`src/rtl/adc_pkg.sv`:
```
// Shared definitions for the ADS1115 multi-channel scan sequencer.
package adc_pkg;

    localparam int unsigned ChanW            = 2;
    localparam int unsigned NumChan          = 4;
    localparam int unsigned SampleW          = 16;
    localparam int unsigned DefScanPeriod    = 27_000_000;
    localparam int unsigned DefTimeoutCycles = 2_700_000;

    typedef enum logic [2:0] {
        StIdle,
        StSelect,
        StWaitClr,
        StWaitRdy,
        StRelease,
        StDone
    } scan_state_e;

endpackage

```
`src/rtl/tick_gen.sv`:
```
// Free-running period counter; pulses tick_o at terminal count while enabled.
module tick_gen #(
    parameter int unsigned PERIOD = 27_000_000
) (
    input  logic clk_i,
    input  logic rst_ni,
    input  logic en_i,
    output logic tick_o
);

    localparam int unsigned     CntW    = (PERIOD > 1) ? $clog2(PERIOD) : 1;
    localparam logic [CntW-1:0] LastCnt = CntW'(PERIOD - 1);

    logic [CntW-1:0] cnt_q, cnt_d;

    // Count 0..PERIOD-1 while enabled, park at 0 otherwise.
    always_comb begin
        cnt_d = '0;
        if (en_i) begin
            cnt_d = (cnt_q == LastCnt) ? '0 : cnt_q + CntW'(1);
        end
    end

    // Counter register.
    always_ff @(posedge clk_i or negedge rst_ni) begin
        if (!rst_ni) begin
            cnt_q <= '0;
        end else begin
            cnt_q <= cnt_d;
        end
    end

    assign tick_o = en_i && (cnt_q == LastCnt);

endmodule

```
`src/rtl/adc_scan_scheduler.sv`:
```
// Walks the enabled channels of a 4-bit mask, runs one ADC conversion per
// channel through the enable/ready handshake and latches each result.
module adc_scan_scheduler
    import adc_pkg::*;
#(
    parameter int unsigned SCAN_PERIOD    = DefScanPeriod,
    parameter int unsigned TIMEOUT_CYCLES = DefTimeoutCycles
) (
    input  logic        clk_i,
    input  logic        rst_ni,
    input  logic        trigger_i,
    input  logic        continuous_i,
    input  logic [3:0]  channel_mask_i,
    input  logic        clear_i,
    output logic [1:0]  adc_channel_o,
    output logic        adc_enable_o,
    input  logic [15:0] adc_data_i,
    input  logic        adc_data_ready_i,
    output logic [63:0] sample_o,
    output logic [3:0]  sample_valid_o,
    output logic        busy_o,
    output logic        scan_done_o,
    output logic        overrun_o,
    output logic        timeout_o
);

    localparam int unsigned     TmoW    = $clog2(TIMEOUT_CYCLES + 1);
    localparam logic [TmoW-1:0] TmoMax  = TmoW'(TIMEOUT_CYCLES);
    localparam logic [TmoW-1:0] TmoLast = TmoW'(TIMEOUT_CYCLES - 1);

    scan_state_e                 state_q, state_d;
    logic [NumChan-1:0]          pend_q, pend_d;
    logic [ChanW-1:0]            chan_q, chan_d;
    logic                        en_q, en_d;
    logic [NumChan*SampleW-1:0]  sample_q, sample_d;
    logic [NumChan-1:0]          valid_q, valid_d;
    logic                        busy_q, busy_d;
    logic                        done_q, done_d;
    logic                        overrun_q, overrun_d;
    logic                        timeout_q, timeout_d;
    logic                        rel_q, rel_d;
    logic [TmoW-1:0]             tmo_cnt_q, tmo_cnt_d;
    logic [ChanW-1:0]            low_idx;
    logic                        tick;
    logic                        tmo_hit;

    tick_gen #(
        .PERIOD (SCAN_PERIOD)
    ) u_tick_gen (
        .clk_i  (clk_i),
        .rst_ni (rst_ni),
        .en_i   (continuous_i),
        .tick_o (tick)
    );

    // Lowest set bit of the pending mask picks the next channel.
    always_comb begin
        low_idx = '0;
        for (int n = NumChan - 1; n >= 0; n--) begin
            if (pend_q[n]) begin
                low_idx = ChanW'(n);
            end
        end
    end

    // Scan sequencer next-state and registered-output logic.
    always_comb begin
        state_d   = state_q;
        pend_d    = pend_q;
        chan_d    = chan_q;
        en_d      = en_q;
        sample_d  = sample_q;
        valid_d   = '0;
        done_d    = 1'b0;
        rel_d     = rel_q;
        tmo_cnt_d = tmo_cnt_q;
        tmo_hit   = 1'b0;

        unique case (state_q)
            StIdle: begin
                // Trigger and tick together still start only one scan.
                if ((trigger_i || tick) && (channel_mask_i != '0)) begin
                    pend_d    = channel_mask_i;
                    tmo_cnt_d = '0;
                    state_d   = StSelect;
                end
            end
            StSelect: begin
                chan_d          = low_idx;
                en_d            = 1'b1;
                pend_d[low_idx] = 1'b0;
                state_d         = StWaitClr;
            end
            StWaitClr, StWaitRdy: begin
                if (tmo_cnt_q != TmoMax) begin
                    tmo_cnt_d = tmo_cnt_q + TmoW'(1);
                    tmo_hit   = (tmo_cnt_q == TmoLast);
                end
                if (state_q == StWaitClr) begin
                    // Ready low means the ADC took the request; older ready is stale.
                    if (!adc_data_ready_i) begin
                        state_d = StWaitRdy;
                    end
                end else if (adc_data_ready_i) begin
                    for (int n = 0; n < NumChan; n++) begin
                        if (chan_q == ChanW'(n)) begin
                            sample_d[n*SampleW +: SampleW] = adc_data_i;
                        end
                    end
                    valid_d[chan_q] = 1'b1;
                    en_d            = 1'b0;
                    rel_d           = 1'b0;
                    state_d         = StRelease;
                end
            end
            StRelease: begin
                // Two idle-enable cycles let the ADC return to idle.
                if (rel_q) begin
                    if (pend_q != '0) begin
                        tmo_cnt_d = '0;
                        state_d   = StSelect;
                    end else begin
                        done_d  = 1'b1;
                        state_d = StDone;
                    end
                end else begin
                    rel_d = 1'b1;
                end
            end
            StDone: begin
                state_d = StIdle;
            end
            default: begin
                state_d = StIdle;
            end
        endcase

        busy_d = (state_d != StIdle);
    end

    // Sticky flags: a set event beats a simultaneous clear.
    always_comb begin
        overrun_d = clear_i ? 1'b0 : overrun_q;
        timeout_d = clear_i ? 1'b0 : timeout_q;
        if (tick && (state_q != StIdle)) begin
            overrun_d = 1'b1;
        end
        if (tmo_hit) begin
            timeout_d = 1'b1;
        end
    end

    // State and output registers.
    always_ff @(posedge clk_i or negedge rst_ni) begin
        if (!rst_ni) begin
            state_q   <= StIdle;
            pend_q    <= '0;
            chan_q    <= '0;
            en_q      <= 1'b0;
            sample_q  <= '0;
            valid_q   <= '0;
            busy_q    <= 1'b0;
            done_q    <= 1'b0;
            overrun_q <= 1'b0;
            timeout_q <= 1'b0;
            rel_q     <= 1'b0;
            tmo_cnt_q <= '0;
        end else begin
            state_q   <= state_d;
            pend_q    <= pend_d;
            chan_q    <= chan_d;
            en_q      <= en_d;
            sample_q  <= sample_d;
            valid_q   <= valid_d;
            busy_q    <= busy_d;
            done_q    <= done_d;
            overrun_q <= overrun_d;
            timeout_q <= timeout_d;
            rel_q     <= rel_d;
            tmo_cnt_q <= tmo_cnt_d;
        end
    end

    assign adc_channel_o  = chan_q;
    assign adc_enable_o   = en_q;
    assign sample_o       = sample_q;
    assign sample_valid_o = valid_q;
    assign busy_o         = busy_q;
    assign scan_done_o    = done_q;
    assign overrun_o      = overrun_q;
    assign timeout_o      = timeout_q;

endmodule

```
`config.mk`:
```
export PLATFORM = sky130hd
export DESIGN_NAME = adc_scan_scheduler
export DESIGN_NICKNAME = d
export VERILOG_FILES = /design/src/rtl/adc_pkg.sv /design/src/rtl/tick_gen.sv /design/src/rtl/adc_scan_scheduler.sv
export SDC_FILE = /design/constraint.sdc
export NUM_CORES = 1
export LEC_CHECK = 0
export ABC_AREA = 1
export CAP_MARGIN = 15
export CORE_MARGIN = 2
export CORE_UTILIZATION = 54
export CTS_CLUSTER_DIAMETER = 200
export DETAILED_ROUTE_END_ITERATION = 10
export HOLD_SLACK_MARGIN = 0.05
export PLACE_DENSITY = 0.81
export SYNTH_ARGS = -nofsm -noshare
export SYNTH_HDL_FRONTEND = slang
export SYNTH_HIERARCHICAL = 1
export SYNTH_SLANG_ARGS = --single-unit
export TNS_END_PERCENT = 30
```
`constraint.sdc`:
```
create_clock -name clk_i -period 2.8 [get_ports clk_i]
set_clock_uncertainty 0.15 [all_clocks]
set_input_delay 0.7 -clock clk_i [delete_from_list [all_inputs] [get_ports clk_i]]
set_output_delay 0.7 -clock clk_i [all_outputs]
set_load 0.01 [all_outputs]
```
; Yosys cells after proc, flatten, opt, wreduce, memory -nomap -nowiden
; Cells that the tools add are included.
[totals]
ff_bits = 130
in_bits = 26
output_inout_bits = 75
elab_cells = 107
[classes]
add_sub_neg = 2
n_lt_le_gt_ge = 4
n_eq_ne = 16
mux = 39
bitwise = 3
n_reduce_logical = 27
[op_table]
columns = operator, n
row1 = $mux 22, 4
row2 = $pmux 22 s3, 1
row3 = $mux 25, 2
row4 = $add 25x1->25 const B, 1
row5 = $eq 25x25->1 const B, 1
row6 = $add 22x1->22 const B, 1
row7 = $eq 22x22->1 const B, 1
row8 = $ne 22x22->1 const B, 1
row9 = $mux 3, 6
row10 = $mux 4, 4
row11 = $reduce_and 4->1, 4
row12 = $mux 1, 12
row13 = $ne 2x2->1 const B, 6
row14 = $pmux 3 s4, 1
row15 = $reduce_bool 2->1, 5
row16 = $reduce_bool 3->1, 3
row17 = $mux 2, 4
row18 = $pmux 4 s2, 1
row19 = $reduce_bool 4->1, 2
row20 = $eq 3x2->1 const B, 2
row21 = $lt 2x3->1 const B, 2
row22 = $reduce_and 3->1, 2
row23 = $logic_and 1x1->1, 5
row24 = $reduce_and 5->1, 1
row25 = other kinds (15), 19

; Depth between registers and ports, before layout
[depth]
word_depth = 11
ltp_mapped = 16
mapped_depth_nobuf = 15

; Cells and area by module
; Netlist, hierarchy kept.
[modules_own_cells]
columns = mod, instances, cells_each, area_per_inst_um2, seq_area_each_um2
row1 = adc_scan_scheduler, 1, 560, 4722.0, 2627.5
row2 = tick_gen, 1, 191, 1455.1, 625.6

; Worst setup path before layout
; No wires, ideal clock.
[synth_timing]
kind = register to register
startpoint = register u_tick_gen.cnt_q[0]
endpoint = register tmo_cnt_q[0]
arrival_ps = 1805
setup_slack_ps = 723
stages_incl_launch_ff = 15
path_buffers = 1
cell_sequence = dfrtp_1 > ha_1 > nand2_2 > nor2_4 > nand2_4 > nor2_1 > or2_1 > nand2_1 > nand2_1 > inv_1 > nor2_2 > nand2_2 > buf_6 > nand2_1 > o21ai_2
[synth_between]
elab_chain_len = 6
[synth_lines]
columns = element, line_no
row1 = "start, declared", tick_gen.sv:14  ; logic [CntW-1:0] cnt_q, cnt_d;
row2 = "start signal, assigned", tick_gen.sv:29  ; cnt_q <= cnt_d;
row3 = $eq 25x25->1, tick_gen.sv:33  ; assign tick_o = en_i && (cnt_q == LastCnt);
row4 = $logic_and 1x1->1, tick_gen.sv:33
row5 = net tick, adc_scan_scheduler.sv:44  ; logic tick;
row6 = $logic_or 1x1->1, adc_scan_scheduler.sv:82  ; if ((trigger_i || tick) && (channel_mask_i != '0)) begin
row7 = $logic_and 1x1->1, adc_scan_scheduler.sv:82
row8 = $ne 2x2->1 (no source line), -
row9 = $reduce_and 5->1 (no source line), -
row10 = "end signal, assigned", adc_scan_scheduler.sv:180  ; tmo_cnt_q <= tmo_cnt_d;
row11 = "end, declared", adc_scan_scheduler.sv:42  ; logic [TmoW-1:0] tmo_cnt_q, tmo_cnt_d;
; The timed path passes the listed nets, and every way through them passes these cells.
; A chain may end at the register's enable or synchronous reset.

; Worst setup path in the final report
[layout_timing]
startpoint = register u_tick_gen.cnt_q[0]
endpoint = register tmo_cnt_q[5]
; Same word-level chain as after synthesis.

==> flow_summary.yaml <==
critical_path:
  cp_cell_sequence: "ha_1 -> nand2_2 -> nor2_4 -> nand2_4 -> nor2_1 -> or2_1 -> nand2_1 -> nand2_1 -> nand3_1 -> nor2_4 -> nand2_1 -> o21ai_0"
  crit_slowest_cell: "dfrtp_1"
  end_kind: "flop"
  r2r_cells: 12
  path_buf_inv: 0
  crit_family: "simple AND/OR/NAND/NOR gates"
  arrival_ns: 2.61
  cp.required_ns: 2.99
  setup.worst_path.class: "reg2reg"
  cpPeakStageDelay_ns: 0.42
  cp.depth: 12
  startpoint_type: "flop"
  crit_top_cell: "nand2_1"
  path_max_fanout: 15
timing:
  tns_ns: 0
  hold_viol: 0
  rsz0062_at_grt: "false"
  period_share_pct: 86.41
  finalMaxSlewViolations: 0
  slew_headroom_pct: 55.08
  fmax_mhz: 413.3
  setup_violations: 0
  period_needed_ns: 2.419
  tightestPinTransition_ns: 0.6737
routing:
  drt-vias-per-instance: 5.264
  ant_nets: 0
  route.detailed.drc: 0
  drt_first_pass_iters: 5
  wl_per_cell_um: 15.40
  initialDrtViolationCount: 335
  vias: 5364
  wl_um: 15690
synth:
  ys_warn_count: 6
  ys_types: 34
  seq_area_frac_synth_pct: 52.66
  syn_area_um2: 6177
  yosys_register_bits: 130
  synthCells: 751
  avgSynthCellArea_um2: 8.225
  syn_nets: 780
grt:
  grt_max_degree: 53
  grt_antenna_before_repair: 0
  grt_first_pass_wirelength_um: 26160
  grt_usage_pct: 26.70
  first_global_vias: 5521
  grt_overflow_total: 0
clocking:
  cts_hold_buf: 0
  htreeDepth: 4
  cts_setup_buffers: 0
  cts_tree: "built"
  cts_resized: 0
  root_buffer: "clkbuf_16"
  clockBufferDepth: 2
  numCtsBuffers: 17
  clkTransAtPathRegs_ns: 0.06
  clock_latency_ns: 0.42
  cts.sinks: 130
die:
  fp.dieW_um: 111.0
  die_h_um: 111.0
  start_util_pct: 54.80
  io_pins: 101
  core-area_um2: 11270
  rows: 39
  die_area_um2: 12310
cells_and_area:
  drive_above_1_share_pct: 10.96
  multi_input_area_um2: 2530
  seq_area_um2: 3253
  final_area_um2: 7936
  num_antenna_cells: 0
  fillerInstances: 829
  syn2layout_area_growth_pct: 28.48
  layout_common_cells: "204 x nand2_1, 130 x dfrtp_1, 99 x clkdlybuf4s50_1"
  final_common_cell: "nand2_1"
  final_net_count: 892
power_and_ir_drop:
  leakage_uw: 0.003533
  power_density_nw_per_um2: 950.8
  irDropWorstVdd_uv: 789.2
  power_uw: 7546
hold_path:
  min_path_type: "in2async"
place:
  hpwl_um: 10860
  io_buffers: 100
  place_area_um2: 7341
  place.gp.congestion: 0.9589
status:
  run_status: "finished clean"
job:
  cap_violations: 0
-- metrics by stage --
step | setup WS, ns | cells | hold WS, ns | utilization, %
finish | 0.3805 | 1019 | 0.1696 | 70.41
global route | 0.1645 | 1019 | 0.2108 | 70.41
CTS | 0.3962 | 1019 | 0.1739 | 70.41
detailed placement | 0.1798 | 987 | 0.3224 | 65.12
global placement | 0.2933 | 987 | 0.3160 | 65.12
floorplan | 0.7230 | 751 | 0.2544 | -
-- worst register-to-register path: stages, from the launching register on --
cell	delay, ns
dfrtp_1	0.42
ha_1	0.29
nand2_2	0.13
nor2_4	0.14
nand2_4	0.10
nor2_1	0.14
or2_1	0.13
nand2_1	0.06
nand2_1	0.08
nand3_1	0.12
nor2_4	0.38
nand2_1	0.11
o21ai_0	0.09
-- power breakdown --
part,total (µW),switching [µW],internal (µW)
combinational,2440,1310,1130
sequential,2880,447,2440
clock,2220,868,1350
total,7550,2630,4920
-- sequential cells by signal, indices dropped and copies added, names as in the netlist, 2 cells and up --
register / count
state_q: 3
sample_valid_o: 4
sample_o: 64
pend_q: 4
u_tick_gen/cnt_q: 25
tmo_cnt_q: 22
adc_channel_o: 2
-- worst paths after layout --
| path | startpoint | to | slack (ns) |
|---|---|---|---|
| max | u_tick_gen/cnt_q[0]$_DFF_PN0_ | tmo_cnt_q[5]$_DFFE_PN0P_ | 0.38 |
| min | rst_ni | sample_o[46]$_DFFE_PN0P_ | 0.17 |
| max reg2reg | u_tick_gen/cnt_q[0]$_DFF_PN0_ | tmo_cnt_q[5]$_DFFE_PN0P_ | 0.38 |
| min reg2reg | sample_o[16]$_DFFE_PN0P_ | sample_o[16]$_DFFE_PN0P_ | 0.34 |
| max in group asynchronous | rst_ni | overrun_o$_DFFE_PN0P_ | 1.61 |
| min in group clk_i | sample_o[16]$_DFFE_PN0P_ | sample_o[16]$_DFFE_PN0P_ | 0.34 |
-- per-layer routing --
layer | global-route usage (%) | wire, µm
met4 | 9.500 | 257
met3 | 10.99 | 1386
met2 | 43.52 | 7692
met5 | 0 | 0
met1 | 32.11 | 6351
-- synthesized netlist by cell type (all sizes together) --
master / instances / area, µm²
clkinv: 1 / 3.750
nand4: 8 / 56.30
nand3: 48 / 260.3
xor2: 12 / 105.1
nor3: 2 / 15.01
a21oi: 7 / 35.03
dfrtp: 130 / 3253
nor3b: 1 / 7.510
clkbuf: 12 / 45.04
xnor2: 10 / 87.58
o22ai: 3 / 25.02
ha: 3 / 37.54
o21ai: 95 / 498.0
and2: 1 / 6.260
inv: 75 / 281.5
nor2: 121 / 544.3
buf: 6 / 63.81
nand2: 213 / 832.0
nand3b: 1 / 7.510
or2: 2 / 12.52
-- kinds of logic (layout without fill, tap and decap cells) --
group	Yosys count	after routing	share of synthesized area, %
compound gates	105	105	9.034
xor+xnor	22	22	3.119
fa+ha+maj	3	3	0.6077
buf+inv	94	219	6.380
flops	130	130	52.66
simple gates	397	397	28.20
-- final cells by class --
type | instances | share of cell area [%]
timing repair buffer | 111 | 13.78
inverter | 76 | 3.595
multi-input combinational | 527 | 31.88
clock buffer | 19 | 5.581
sequential | 130 | 40.99
clock inverter | 13 | 1.923
tap | 143 | 2.254
No activity file was read; power rests on OpenSTA's default activity.
